--- src/rtl/dift_tag_check_unit.sv ---
// DIFT tag check unit: enforcement end of the tag pipeline, sitting beside the
// ALU in EX. It flags tainted data reaching a sensitive use point. It then either
// raises an exception request, which it holds until the controller acks it, or
// only counts the violation when the unit is in audit mode.
module dift_tag_check_unit #(
  parameter int TAG_W = 4,
  parameter int CNT_W = 16
) (
  input  logic             clk,
  input  logic             rst_n,
  input  logic [5:0]       tccr_i,
  input  logic             check_valid_i,
  input  logic [2:0]       chk_class_i,
  input  logic [31:0]      pc_i,
  input  logic [TAG_W-1:0] operand_a_tag_i,
  input  logic [TAG_W-1:0] operand_b_tag_i,
  input  logic [TAG_W-1:0] instr_tag_i,
  input  logic             exc_ack_i,
  input  logic             cnt_clr_i,
  output logic             exc_req_o,
  output logic [4:0]       exc_cause_o,
  output logic             stall_o,
  output logic [31:0]      viol_pc_o,
  output logic [4:0]       viol_cause_o,
  output logic [CNT_W-1:0] viol_cnt_o
);

  typedef enum logic [1:0] {
    ST_IDLE,
    ST_REQ,
    ST_ACKD
  } state_e;

  localparam logic [4:0] CAUSE_JALR = 5'd24;
  localparam logic [4:0] CAUSE_BRAN = 5'd25;
  localparam logic [4:0] CAUSE_LOAD = 5'd26;
  localparam logic [4:0] CAUSE_STOR = 5'd27;
  localparam logic [4:0] CAUSE_EXEC = 5'd28;

  state_e           state_q;
  logic             exc_req_q;
  logic             stall_q;
  logic [4:0]       exc_cause_q;
  logic [31:0]      viol_pc_q;
  logic [4:0]       viol_cause_q;
  logic [CNT_W-1:0] cnt_q;
  logic [CNT_W-1:0] cnt_d;

  logic             class_en;
  logic             tainted;
  logic [4:0]       cause;
  logic             violation;
  logic             count_only;

  assign count_only = tccr_i[5];

  // Decode the check class: its enable bit, the taint condition and its cause.
  always_comb begin
    // NOTE: every comb output gets a default first so no path infers a latch.
    class_en = 1'b0;
    tainted  = 1'b0;
    cause    = 5'd0;
    unique case (chk_class_i)
      3'd1: begin
        class_en = tccr_i[0];
        tainted  = |operand_a_tag_i;
        cause    = CAUSE_JALR;
      end
      3'd2: begin
        class_en = tccr_i[1];
        tainted  = (|operand_a_tag_i) | (|operand_b_tag_i);
        cause    = CAUSE_BRAN;
      end
      3'd3: begin
        class_en = tccr_i[2];
        tainted  = |operand_a_tag_i;
        cause    = CAUSE_LOAD;
      end
      3'd4: begin
        class_en = tccr_i[3];
        tainted  = |operand_a_tag_i;
        cause    = CAUSE_STOR;
      end
      3'd5: begin
        class_en = tccr_i[4];
        tainted  = |instr_tag_i;
        cause    = CAUSE_EXEC;
      end
      default: begin
        class_en = 1'b0;
        tainted  = 1'b0;
        cause    = 5'd0;
      end
    endcase
  end

  // Checks run only in IDLE; a pending or just-acked request masks new ones.
  assign violation = check_valid_i && (state_q == ST_IDLE) && class_en && tainted;

  // The clear wins over a violation in the same cycle; otherwise count up and stick at all-ones.
  always_comb begin
    cnt_d = cnt_q;
    if (cnt_clr_i) begin
      cnt_d = '0;
    end else if (violation && (cnt_q != {CNT_W{1'b1}})) begin
      cnt_d = cnt_q + 1'b1;
    end
  end

  // Request FSM with registered request, stall and cause outputs.
  always_ff @(posedge clk or negedge rst_n) begin
    // NOTE: sequential state uses non-blocking assignments so every register samples pre-edge values.
    if (!rst_n) begin
      state_q     <= ST_IDLE;
      exc_req_q   <= 1'b0;
      stall_q     <= 1'b0;
      exc_cause_q <= 5'd0;
    end else begin
      unique case (state_q)
        ST_IDLE: begin
          if (violation && !count_only) begin
            state_q     <= ST_REQ;
            exc_req_q   <= 1'b1;
            stall_q     <= 1'b1;
            exc_cause_q <= cause;
          end
        end
        ST_REQ: begin
          if (exc_ack_i) begin
            state_q   <= ST_ACKD;
            exc_req_q <= 1'b0;
            stall_q   <= 1'b0;
          end
        end
        ST_ACKD: begin
          state_q <= ST_IDLE;
        end
        default: begin
          state_q   <= ST_IDLE;
          exc_req_q <= 1'b0;
          stall_q   <= 1'b0;
        end
      endcase
    end
  end

  // Capture PC and cause of the most recent violation, whatever the mode.
  always_ff @(posedge clk or negedge rst_n) begin
    if (!rst_n) begin
      viol_pc_q    <= 32'd0;
      viol_cause_q <= 5'd0;
    end else if (violation) begin
      viol_pc_q    <= pc_i;
      viol_cause_q <= cause;
    end
  end

  // Saturating violation counter.
  always_ff @(posedge clk or negedge rst_n) begin
    if (!rst_n) begin
      cnt_q <= '0;
    end else begin
      cnt_q <= cnt_d;
    end
  end

  assign exc_req_o    = exc_req_q;
  assign stall_o      = stall_q;
  assign exc_cause_o  = exc_cause_q;
  assign viol_pc_o    = viol_pc_q;
  assign viol_cause_o = viol_cause_q;
  assign viol_cnt_o   = cnt_q;

endmodule
--- config.mk ---
export PLATFORM = sky130hd
export DESIGN_NAME = dift_tag_check_unit
export DESIGN_NICKNAME = d
export VERILOG_FILES = /design/src/rtl/dift_tag_check_unit.sv
export SDC_FILE = /design/constraint.sdc
export NUM_CORES = 1
export LEC_CHECK = 0
export BUFFER_PORTS_ARGS = -buffer_cell sky130_fd_sc_hd__buf_2
export CAP_MARGIN = 15
export CORE_AREA = 2 2 97 99
export CTS_CLUSTER_SIZE = 20
export DETAILED_ROUTE_END_ITERATION = 10
export DIE_AREA = 0 0 99 101
export HOLD_SLACK_MARGIN = 0.08
export PLACE_DENSITY = 0.56
export SYNTH_ARGS = -nofsm -noshare
export SYNTH_HDL_FRONTEND = slang
export SYNTH_SLANG_ARGS = --single-unit
export TNS_END_PERCENT = 50
--- constraint.sdc ---
create_clock -name clk -period 2.8 [get_ports clk]
set_input_delay 0.42 -clock clk [delete_from_list [all_inputs] [get_ports clk]]
set_output_delay 0.42 -clock clk [all_outputs]
set_load 0.005 [all_outputs]
# Word level (Yosys, flattened, before mapping)
# Cells that the tools add are included.
# op_classes
eq_ne	10
bitwise	2
muxes	11
n_reduce_logical	15
add_sub_neg	1
# op_table
op	count
two-way mux 16 bit	2
one-hot mux 5 bit (5 select lines)	1
adder 16 x 1 -> 16 bit (second input constant)	1
inequality test 16 bit (second input constant)	1
OR reduction 4 bit	3
equality test 3 x 2 -> 1 bit (second input constant)	2
equality test 3 bit (second input constant)	2
one-hot mux 1 bit (3 select lines)	2
logical AND 1 bit	5
one-hot mux 1 bit (5 select lines)	1
two-way mux 2 bit	2
one-hot mux 2 bit (2 select lines)	1
AND reduction 2 bit	2
equality test 3 x 1 -> 1 bit (second input constant)	1
AND reduction 3 bit	1
OR reduction 3 bit	1
equality test 2 x 1 -> 1 bit (second input constant)	1
equality test 2 bit (second input constant)	1
zero test 2 bit	1
two-way mux 1 bit	2
inequality test 2 x 1 -> 1 bit (second input constant)	1
inequality test 2 bit (second input constant)	1
nonzero test 2 bit	1
zero test 1 bit	1
other kinds (2)	2
# word_totals
reg_bits	61
word_cells	45

# Logic depth before layout (Yosys ltp)
# Gate-level depths: netlist of the first run.
# depth
word_depth	7
ltp_mapped	9
ltp_nobuf	7

# Worst setup path before layout of the first run
# Ideal clock, no wire load.
# synth_path
path_kind	input to register
startpoint	input chk_class_i[0]
endpoint	register cnt_q[4], in the netlist viol_cnt_o[4]
setup_ps	125
path_stages	8
required_ps	2675
t_arrival_ps	1969
n_path_buf	2
setup_slack_ps	707
path_cell_list	buf_6 mux2i_1 a211oi_2 o211ai_2 or3_4 buf_6 nor2_1 mux2_2
# synth_via
elab_chain_len	6
elab_cells_between_ends	12
cone_classes	eq/ne: 5; mux: 2; reduce/logical: 5
# synth_rtl
element	line_no	rtl
start, declared	13	input logic [2:0] chk_class_i,
equality test 3 bit (tied with other cells)	63	unique case (chk_class_i)
OR reduction 3 bit (no source line) or one-hot mux 1 bit (5 select lines) (tied branches)	-	
one-hot mux 1 bit (3 select lines) or logical AND 1 bit (tied branches)	63, 98	
logical AND 1 bit *	98	assign violation = check_valid_i && (state_q == ST_IDLE) && class_en && tainted;
logical AND 1 bit *	105	end else if (violation && (cnt_q != {CNT_W{1'b1}})) begin
nonzero test 2 bit (no source line) *	-	
end signal, assigned	163	cnt_q <= cnt_d;
end, declared	46	logic [CNT_W-1:0] cnt_q;
# Every way passes the cells marked *; elsewhere a longest branch is shown, timed or not.
# A chain may end at the register's enable or synchronous reset.

# Final worst setup path of the first run
# layout_path
startpoint	register cnt_q[0], in the netlist viol_cnt_o[0]
endpoint	register cnt_q[5], in the netlist viol_cnt_o[5]
# layout_via
elab_chain_len	3
elab_cells_between_ends	6
cone_classes	add/sub: 1; eq/ne: 1; mux: 2; reduce/logical: 2
# layout_rtl
element	line_no
adder 16 x 1 -> 16 bit or inequality test 16 bit (tied branches)	106, 105
two-way mux 16 bit or logical AND 1 bit (tied branches)	105
two-way mux 16 bit or nonzero test 2 bit (tied branches)	-
# Several ways; a longest one is shown, not always the timed one. The select of a mux whose other input is x is not followed.

==> out/results.tsv, run 1 <==
stage	metric	value	unit
route	detailedRoute.firstPassIterationCount	4	
timing	worstMarginPinSlew	0.719	ns
layout	multi_input_area	1070	um^2
global_routing	grt_overflow	0	
layout	nets	475	
clocking	cts-root-buf	clkbuf_8	
power_and_ir_drop	switchingPower	640	uW
yosys	ys_warn_count	0	
timing	skew	0.00597	ns
yosys	async_flop_share	100	%
setup_path	slowest_stage	dfrtp_1	
outcome	status	finished clean	
setup_path	r2r_end	viol_cnt_o[5]	
setup_path	path_class	flip-flop to flip-flop	
clocking	cts.clk_slew.worst_paths	0.07	ns
floorplanning	core.rowCount	35	
yosys	synth_area_leader_cell	dfrtp_1	
layout	layout_commonest_cell	buf_2	
timing	period_minus_slack	2.30	ns
placement	gp_congestion	0.776	
setup_path	crit_family	simple AND/OR/NAND/NOR gates	
setup_path	required	3.03	ns
clocking	cts_tree	built	
layout	drive_gt1_share	35.7	%
setup_path	cp-end-kind	flip-flop	
timing	clock.fmax	436	MHz
global_routing	grt_pass1_wl	11.5	mm
layout	num-fill-cells	931	
yosys	synth_flop_cell	dfrtp_1	
yosys	syn-mean-instance-area	8.98	um^2
floorplanning	start_util	29.5	%
floorplanning	dieArea	10000	um^2
job	drv_cap	0	
power_and_ir_drop	power	2.38	mW
yosys	synth_fp_nets	354	
layout	ff_latch_area	1480	um^2
power_and_ir_drop	p_comb_share	18.9	%
yosys	ys_types	41	
power_and_ir_drop	p_per_area	664	nW/um^2
layout	stdcell_count	531	
route	drc_errors	0	
yosys	synth_top_area_share	55.7	%
global_routing	antenna_found_initial	0	
route	finalWirelength	6.94	mm
route	drtIter0Drc	80	
timing	setup_tns	0	ns
timing	slew_headroom	52.1	%
power_and_ir_drop	clkPwrFrac	34.7	%
setup_path	crit_path_start	viol_cnt_o[0]	
timing	rsz0062_at_grt	false	
power_and_ir_drop	max-vdd-ir-drop	0.000305	V
global_routing	grt_max_degree	35	
clocking	cts-resized-gates	0	
setup_path	critPathMaxStageDelay	0.44	ns
placement	placed_cells	516	
timing	hold_viol	0	
route	ant_nets	0	
floorplanning	fp.dieW	99	um
yosys	synth_cells	295	
clocking	clock-sinks	59	
yosys	ys_seq_area_share	55.7	%
placement	dp_hpwl	5.03	mm
setup_path	crit_chain	ha_1 -> nand2_1 -> nor4_1 -> buf_4 -> and3_1 -> or3_4 -> o311a_1 -> a31o_2	
floorplanning	core_area	8980	um^2
route	vias_per_cell	4.65	
clocking	hold_buffers	0	
clocking	cts_buffers	9	
setup_path	reg2regPathDepth	8	
setup_path	reg2reg_slack	0.50	ns
worst_hold_path	hold_path.class	primary input to async pin	
clocking	htree_levels	3	
setup_path	r2r-start	viol_cnt_o[0]	
power_and_ir_drop	seq_power_share	46.4	%
route	wl_per_cell	13.1	um
placement	io_buffers	117	
layout	final_cell_mix	117 x buf_2, 113 x nand2_1, 59 x dfrtp_1	
setup_path	crit_path_max_fanout	13	
global_routing	grtUsageTotal	14.4	%
clocking	clock_latency	0.33	ns
yosys	yosys-top-cells-area	dfrtp_1 56%, nand2_1 16%, o21ai_0 2.6%, a21oi_1 2.3%, nor2_1 2.1%	
power_and_ir_drop	p_sw_share	26.8	%
floorplanning	die_y	101	um
layout	diodes	0	
yosys	synth_seq_cells	59	
power_and_ir_drop	power.internal	1.75	mW
setup_path	start_kind	flip-flop	
setup_path	cp_data_arrival_time	2.53	ns
power_and_ir_drop	p_leak	1.90	nW
clocking	clockBufferDepth	2	
timing	setup_viol	0	
timing	timing.final.crit_share	82.0	%
route	vias	2470	
floorplanning	io_pins	118	
setup_path	path_buf_inv	1	
yosys	synth_area	2650	um^2
clocking	post-cts-setup-buffer-count	0	
timing	slew_viol_final	0	
layout	syn_to_final_growth	35.5	%
global_routing	grt_pass1_vias	2430	
yosys	synth_edf_count	0	
[cells in the mapped netlist (2+ instances only)]
cell type,number
nor2b_1,2
nand3_1,10
dfrtp_1,59
buf_2,2
nor4b_1,2
mux2i_1,2
nand2_1,113
and3_1,3
nor4_1,4
inv_1,6
buf_6,2
o41ai_1,2
xnor2_1,3
nor3_1,4
clkbuf_1,8
nor2_1,15
mux2_2,3
or3_1,4
or4_1,2
a31o_2,2
buf_4,3
o21ai_0,14
a21oi_1,12
[power groups by stage]
stage / clock, mW / sequential, mW / combinational [mW]
after floorplan: 0 / 1.13 / 0.182
after global placement: 0 / 1.11 / 0.460
after detailed placement: 0 / 1.12 / 0.464
after CTS: 0.857 / 1.11 / 0.464
after global routing: 0.895 / 1.13 / 0.523
final: 0.828 / 1.11 / 0.451
[flip-flops by register name (all words and copies together) (netlist names)]
signal	cells
viol_cause_o	4
viol_cnt_o	16
state_q	2
stall_o	1
exc_cause_o	4
viol_pc_o	32
[metrics by stage]
stage | util [%] | cell area [um^2] | setup WS (ns) | hold WS, ns
2_1_floorplan | - | 2650 | 0.707 | 0.124
3_3_place_gp | 37.6 | 3380 | 0.390 | 0.454
6_report | 40.0 | 3590 | 0.504 | 0.134
5_1_grt | 40.0 | 3590 | 0.398 | 0.173
4_1_cts | 40.0 | 3590 | 0.498 | 0.158
3_5_place_dp | 37.6 | 3380 | 0.323 | 0.456
[how the worst max path moves through the flow]
stage | slack (ns) | cells past startpoint | to
2_1_floorplan | 0.71 | 8 | viol_cnt_o[4]
3_3_place_gp | 0.39 | 7 | viol_cnt_o[7]
3_5_place_dp | 0.32 | 7 | viol_cnt_o[7]
4_1_cts | 0.50 | 8 | viol_cnt_o[5]
5_1_grt | 0.40 | 8 | viol_cnt_o[5]
6_report | 0.50 | 8 | viol_cnt_o[5]
[cell type report]
| cell class | instances | area share (%) |
|---|---|---|
| Clock buffer | 14 | 5.09 |
| Tap cell | 111 | 3.87 |
| Timing Repair Buffer | 125 | 18.7 |
| Inverter | 6 | 0.627 |
| Sequential cell | 59 | 41.1 |
| Multi-Input combinational cell | 215 | 29.8 |
| Clock inverter | 1 | 0.837 |
[kinds of logic (layout without fill, tap and decap cells)]
| family | Yosys count | after routing | share of synthesized area (%) |
|---|---|---|---|
| xor+xnor | 4 | 4 | 1.32 |
| flops | 59 | 59 | 55.7 |
| compound gates | 39 | 39 | 9.25 |
| buf+inv | 21 | 146 | 4.06 |
| fa+ha+maj | 1 | 1 | 0.472 |
| simple gates | 166 | 166 | 27.1 |
| mux | 5 | 5 | 2.03 |
[per-layer routing]
layer  GRT usage, %  up-vias  wire length, um
met3           4.72       11              543
met5              0        -                0
met1           17.9     1152             3040
met4           5.16        0              103
li1               -     1220                -
met2           23.5       87             3250
Note: power is estimated with default switching activity, not from simulation.
==> inputs of run 2 (changes only) <==
--- a/config.mk
+++ b/config.mk
@@ -12,7 +12,7 @@
 export DETAILED_ROUTE_END_ITERATION = 10
 export DIE_AREA = 0 0 99 101
 export HOLD_SLACK_MARGIN = 0.08
-export PLACE_DENSITY = 0.56
+export PLACE_DENSITY = 0.58
 export SYNTH_ARGS = -nofsm -noshare
 export SYNTH_HDL_FRONTEND = slang
 export SYNTH_SLANG_ARGS = --single-unit
==> constraint.sdc (replaced) <==
create_clock -name clk -period 2 [get_ports clk]
set_input_delay 0.3 -clock clk [delete_from_list [all_inputs] [get_ports clk]]
set_output_delay 0.3 -clock clk [all_outputs]
set_load 0.005 [all_outputs]
==> out/results.tsv, run 2 (synthesis results as in run 1) <==
stage	metric	value	unit	change
placement	io_buffers	117		unchanged
floorplanning	io_pins	118		unchanged
timing	period_minus_slack	1.92	ns	-0.376 ns
placement	dp_hpwl	5.40	mm	+7.4%
timing	worstMarginPinSlew	0.534	ns	-0.185 ns
setup_path	start_kind	flip-flop		
worst_hold_path	min_path_cells	3		
layout	largest_register_ffs	32		unchanged
worst_hold_path	min_to	viol_pc_o[29]		
layout	drive_gt1_share	40.4	%	+4.7 points
timing	slew_viol_final	0		unchanged
route	detailedRoute.firstPassIterationCount	4		unchanged
setup_path	path_buf_inv	0		-1
clocking	cts-root-buf	clkbuf_8		
worst_hold_path	hold_path.class	primary input to flip-flop		
job	drv_cap	0		unchanged
global_routing	antenna_found_initial	0		unchanged
layout	layout_commonest_cell	buf_2		
power_and_ir_drop	clkPwrFrac	29.4	%	-5.3 points
power_and_ir_drop	power	3.13	mW	+31%
global_routing	grt_pass1_vias	2497		+2.8%
global_routing	grt_max_degree	38		+8.6%
setup_path	cp_num_cells	6		-2
layout	utilization	42.2	%	+2.2 points
placement	gp_congestion	0.781		+0.64%
power_and_ir_drop	switchingPower	901	uW	+41%
power_and_ir_drop	p_per_area	826	nW/um^2	+24%
worst_hold_path	holdCritStartpoint	pc_i[29]		
route	vias	2575		+4.3%
timing	rsz0062_at_grt	false		
setup_path	crit_top_cell	and3_4		
clocking	clockBufferDepth	2		unchanged
power_and_ir_drop	max-vdd-ir-drop	0.000348	V	+14%
floorplanning	core_area	8980	um^2	unchanged
clocking	cts.clk_slew.worst_paths	0.07	ns	about the same
layout	num-fill-cells	912		-2.0%
floorplanning	dieArea	10000	um^2	unchanged
setup_path	cp_data_arrival_time	2.15	ns	-0.38 ns
timing	hold_viol	0		unchanged
route	wl_per_cell	12.8	um	-2.3%
timing	hold_ws	0.154	ns	+0.0204 ns
timing	clock.fmax	521	MHz	+20%
floorplanning	start_util	29.5	%	unchanged
route	drtIter0Drc	91		+14%
outcome	status	finished clean		
layout	syn_to_final_growth	43.0	%	
floorplanning	fp.dieW	99	um	unchanged
layout	nets	503		+5.9%
clocking	htree_levels	3		unchanged
setup_path	cp-end-kind	flip-flop		
power_and_ir_drop	seq_power_share	49.3	%	+2.9 points
layout	final_cell_mix	117 x buf_2, 112 x nand2_1, 59 x dfrtp_1		
setup_path	r2r-start	viol_cnt_o[11]		
setup_path	crit_family	simple AND/OR/NAND/NOR gates		
timing	slew_headroom	64.1	%	+12 points
power_and_ir_drop	p_leak	2.01	nW	+5.9%
power_and_ir_drop	p_comb_share	21.3	%	+2.4 points
clocking	post-cts-setup-buffer-count	0		unchanged
setup_path	reg2reg_slack	0.08	ns	-0.42 ns
route	vias_per_cell	4.61		-0.97%
global_routing	grt_pass1_wl	11.7	mm	+2.3%
timing	setup_viol	0		unchanged
power_and_ir_drop	power.internal	2.23	mW	+28%
clocking	clock-sinks	59		unchanged
layout	diodes	0		unchanged
setup_path	required	2.23	ns	-0.80 ns
floorplanning	core.rowCount	35		unchanged
setup_path	crit_path_max_fanout	10		-3
route	finalWirelength	7.14	mm	+2.9%
timing	timing.final.crit_share	96.0	%	+14 points
setup_path	slowest_stage	or3_4		
clocking	cts_tree	built		
global_routing	grt_overflow	0		unchanged
timing	skew	0.00747	ns	+0.00151 ns
setup_path	crit_chain	and3_4 -> and3_4 -> and3_4 -> or3_4 -> o311a_1 -> a31o_2		
setup_path	reg2regPathDepth	6		-2
route	ant_nets	0		unchanged
clocking	cts_buffers	9		unchanged
setup_path	path_class	flip-flop to flip-flop		
global_routing	grtUsageTotal	14.7	%	+0.29 points
floorplanning	die_y	101	um	unchanged
route	drc_errors	0		unchanged
setup_path	r2r_end	viol_cnt_o[5]		
clocking	clock_latency	0.33	ns	about the same
setup_path	critPathMaxStageDelay	0.39	ns	-0.05 ns
power_and_ir_drop	p_sw_share	28.8	%	+2.0 points
## run 2: changes by cell type in the layout (fill, tap and decap cells not counted), sizes merged
cell / delta
clkbuf: -2
buf: +27
dlygate4sd3: +1
bufinv: -1
clkinv: +3
## run 2: metal layers
| metal | track usage, % | share of wire, % |
|---|---|---|
| met2 | 23.4 | 47 |
| met4 | 6.53 | 1.6 |
| met5 | 0 | 0 |
| met3 | 3.33 | 6.8 |
| met1 | 19.1 | 45 |
## run 2: final cells by class
cell class              instances  area, um^2  area share (%)
multi-input cells             215        1090            28.9
well taps                     111         139            3.67
clock buffers                  12         145            3.83
flip-flops and latches         59        1480            39.0
clock inverters                 3        15.0           0.396
repair buffers                153         896            23.6
inverters                       6        22.5           0.594
## run 2: what timing repair did
item,CTS,global route
endpoints found under the hold margin,22,0
endpoints found under the setup margin,1,4
pin swaps,0,1
resized for setup,1,3
hold buffers,1,0
## run 2: tightest hold or removal path, stage by stage
cell	delay, ns
buf_2	0.07
nand2_1	0.04
nand2_1	0.04
## run 2: power by group through the flow
stage	clock network [mW]	registers, mW	logic [mW]
floorplan	0	1.58	0.255
global placement	0	1.56	0.666
detailed placement	0	1.56	0.685
CTS	0.957	1.55	0.683
global route	1.01	1.57	0.764
finish	0.922	1.54	0.666
## run 2: worst max path at each step
stage                          endpoint  slack [ns]            from
final                     viol_cnt_o[5]        0.08  viol_cnt_o[11]
after global routing      viol_cnt_o[5]       0.004  viol_cnt_o[11]
after CTS                 viol_cnt_o[5]        0.02  viol_cnt_o[11]
after detailed placement  viol_cnt_o[5]       -0.13  chk_class_i[0]
after global placement    viol_cnt_o[5]       -0.06  chk_class_i[0]
after floorplan           viol_cnt_o[4]       0.004  viol_cnt_o[10]
## run 2: metrics by stage
step	TNS, ns	instances	worst slack (ns)	area (um^2)
2_1_floorplan	0	295	0.00422	2660
3_3_place_gp	-0.525	543	-0.0638	3600
3_5_place_dp	-2.80	543	-0.128	3600
4_1_cts	0	559	0.0164	3780
5_1_grt	0	559	0.00449	3790
6_report	0	559	0.0800	3790
==> inputs of run 3 (changes only) <==
--- a/config.mk
+++ b/config.mk
@@ -12,7 +12,7 @@
 export DETAILED_ROUTE_END_ITERATION = 10
 export DIE_AREA = 0 0 99 101
 export HOLD_SLACK_MARGIN = 0.08
-export PLACE_DENSITY = 0.58
+export PLACE_DENSITY = 0.56
 export SYNTH_ARGS = -nofsm -noshare
 export SYNTH_HDL_FRONTEND = slang
 export SYNTH_SLANG_ARGS = --single-unit
==> constraint.sdc (replaced) <==
create_clock -name clk -period 2.1 [get_ports clk]
set_input_delay 0.315 -clock clk [delete_from_list [all_inputs] [get_ports clk]]
set_output_delay 0.315 -clock clk [all_outputs]
set_load 0.1 [all_outputs]
==> out/results.tsv, run 3 (synthesis results as in run 1) <==
stage	metric	value	unit	change
outcome	status	finished clean		
global_routing	grtUsageTotal	14.8	%	+0.089 points
clocking	htree_levels	3		unchanged
timing	hold_ws	0.165	ns	+0.0108 ns
global_routing	grt_max_degree	35		-7.9%
job	drv_cap	0		unchanged
floorplanning	core.rowCount	35		unchanged
timing	slew_viol_final	0		unchanged
setup_path	path_class	flip-flop to flip-flop		
timing	worstMarginPinSlew	0.595	ns	+0.0617 ns
setup_path	required	2.32	ns	+0.09 ns
floorplanning	die_y	101	um	unchanged
setup_path	cp-end-kind	flip-flop		
timing	period_minus_slack	2.04	ns	+0.122 ns
clocking	cts_buffers	9		unchanged
timing	timing.final.crit_share	97.2	%	+1.2 points
floorplanning	fp.dieW	99	um	unchanged
route	wl_per_cell	12.7	um	-0.26%
timing	rsz0062_at_grt	true		
floorplanning	start_util	29.5	%	unchanged
floorplanning	io_pins	118		unchanged
power_and_ir_drop	p_leak	1.94	nW	-3.5%
clocking	cts_tree	built		
layout	syn_to_final_growth	43.5	%	
layout	layout_commonest_cell	buf_2		
clocking	clock_latency	0.33	ns	about the same
layout	largest_register_ffs	32		unchanged
route	route.met2.wl	3.23	mm	-3.6%
timing	setup_tns	0	ns	unchanged
route	drc_errors	0		unchanged
global_routing	antenna_found_initial	0		unchanged
global_routing	grt_pass1_vias	2497		unchanged
worst_hold_path	hold_path.class	primary input to flip-flop		
layout	diodes	0		unchanged
layout	final_cell_mix	117 x buf_2, 112 x nand2_1, 44 x dfrtp_1		
clocking	cts.clk_slew.worst_paths	0.07	ns	about the same
layout	num-fill-cells	884		-3.1%
clocking	cts-root-buf	clkbuf_8		
clocking	clock-sinks	59		unchanged
placement	place_area	3570	um^2	-0.94%
setup_path	reg2reg_slack	0.06	ns	-0.02 ns
route	drtIter0Drc	76		-16%
route	finalWirelength	7.01	mm	-1.9%
floorplanning	core_area	8980	um^2	unchanged
setup_path	start_kind	flip-flop		
timing	setup_viol	0		unchanged
route	top_layer_used	met4		
power_and_ir_drop	p_per_area	1290	nW/um^2	+56%
power_and_ir_drop	max-vdd-ir-drop	0.000969	V	+180%
placement	gp_congestion	0.769		-1.5%
timing	slew_headroom	60.3	%	-3.8 points
timing	clock.fmax	490	MHz	-6.0%
layout	fin_area	3800	um^2	+0.36%
setup_path	crit_path_max_fanout	6		-4
global_routing	grt_overflow	0		unchanged
route	vias	2525		-1.9%
setup_path	cp_data_arrival_time	2.26	ns	+0.11 ns
placement	dp_hpwl	5.07	mm	-6.1%
route	ant_nets	0		unchanged
placement	io_buffers	117		unchanged
route	vias_per_cell	4.59		-0.34%
timing	hold_viol	0		unchanged
route	met3_length	444	um	-8.5%
floorplanning	dieArea	10000	um^2	unchanged
route	met1_length	3.23	mm	+1.4%
global_routing	grt_pass1_wl	11.8	mm	+0.95%
layout	drive_gt1_share	43.1	%	+2.7 points
route	detailedRoute.firstPassIterationCount	4		unchanged
clocking	clockBufferDepth	2		unchanged
layout	nets	493		-2.0%
timing	skew	0.00592	ns	-0.00155 ns
[run 3: worst paths after layout]
check | start | cells past startpoint | endpoint
setup / recovery | viol_cnt_o[11] | 6 | viol_cnt_o[5]
hold / removal | pc_i[6] | 3 | viol_pc_o[6]
setup reg to reg | viol_cnt_o[11] | 6 | viol_cnt_o[5]
hold reg to reg | viol_pc_o[24] | 2 | viol_pc_o[24]
max in group asynchronous | rst_n | 3 | state_q[1]
min in group asynchronous | rst_n | 2 | viol_cnt_o[4]
[run 3: critical path: stages, from the launching register on]
cell	delay, ns
dfrtp_4	0.47
and3_4	0.19
and3_4	0.18
and3_4	0.20
or3_4	0.38
o311a_1	0.30
a31o_2	0.21
[run 3: area by class of cell]
class / instances / area [um^2] / area share [%]
Multi-Input combinational cell: 216 / 1120 / 29.4
Sequential cell: 59 / 1510 / 39.8
Clock buffer: 11 / 131 / 3.46
Timing Repair Buffer: 142 / 801 / 21.1
Inverter: 6 / 22.5 / 0.592
Clock inverter: 5 / 77.6 / 2.04
Tap cell: 111 / 139 / 3.65
[run 3: stage by stage]
step / worst slack [ns] / instances / utilization, % / power, mW
after global placement: -0.00815 / 532 / 39.8 / 3.82
after global routing: -0.000977 / 550 / 42.4 / 5.14
after detailed placement: -0.0420 / 532 / 39.8 / 3.83
after CTS: 0.0193 / 550 / 42.3 / 4.96
after floorplan: -0.0960 / 295 / - / 3.42
final: 0.0579 / 550 / 42.4 / 4.91
[run 3: layer usage]
metal	up-vias	global-route usage, %
li1	1261	-
met1	1166	19.2
met2	88	23.3
met3	10	4.72
met4	0	5.06
met5	-	0
[run 3: timing repair]
item | CTS | global route
hold buffers | 1 | 0
endpoints found under the hold margin | 24 | 0
cloned | 1 | 0
setup endpoints to repair | 1 | 4
gates resized for setup | 0 | 2
pin swaps | 2 | 1
buffers inserted | 0 | 0
[run 3: report_power, final]
| group | switching [mW] | internal (mW) | total (mW) |
|---|---|---|---|
| Clock | 0.446 | 0.665 | 1.11 |
| Combinational | 2.01 | 0.320 | 2.32 |
| Sequential | 0.120 | 1.35 | 1.47 |
| Total | 2.57 | 2.34 | 4.91 |
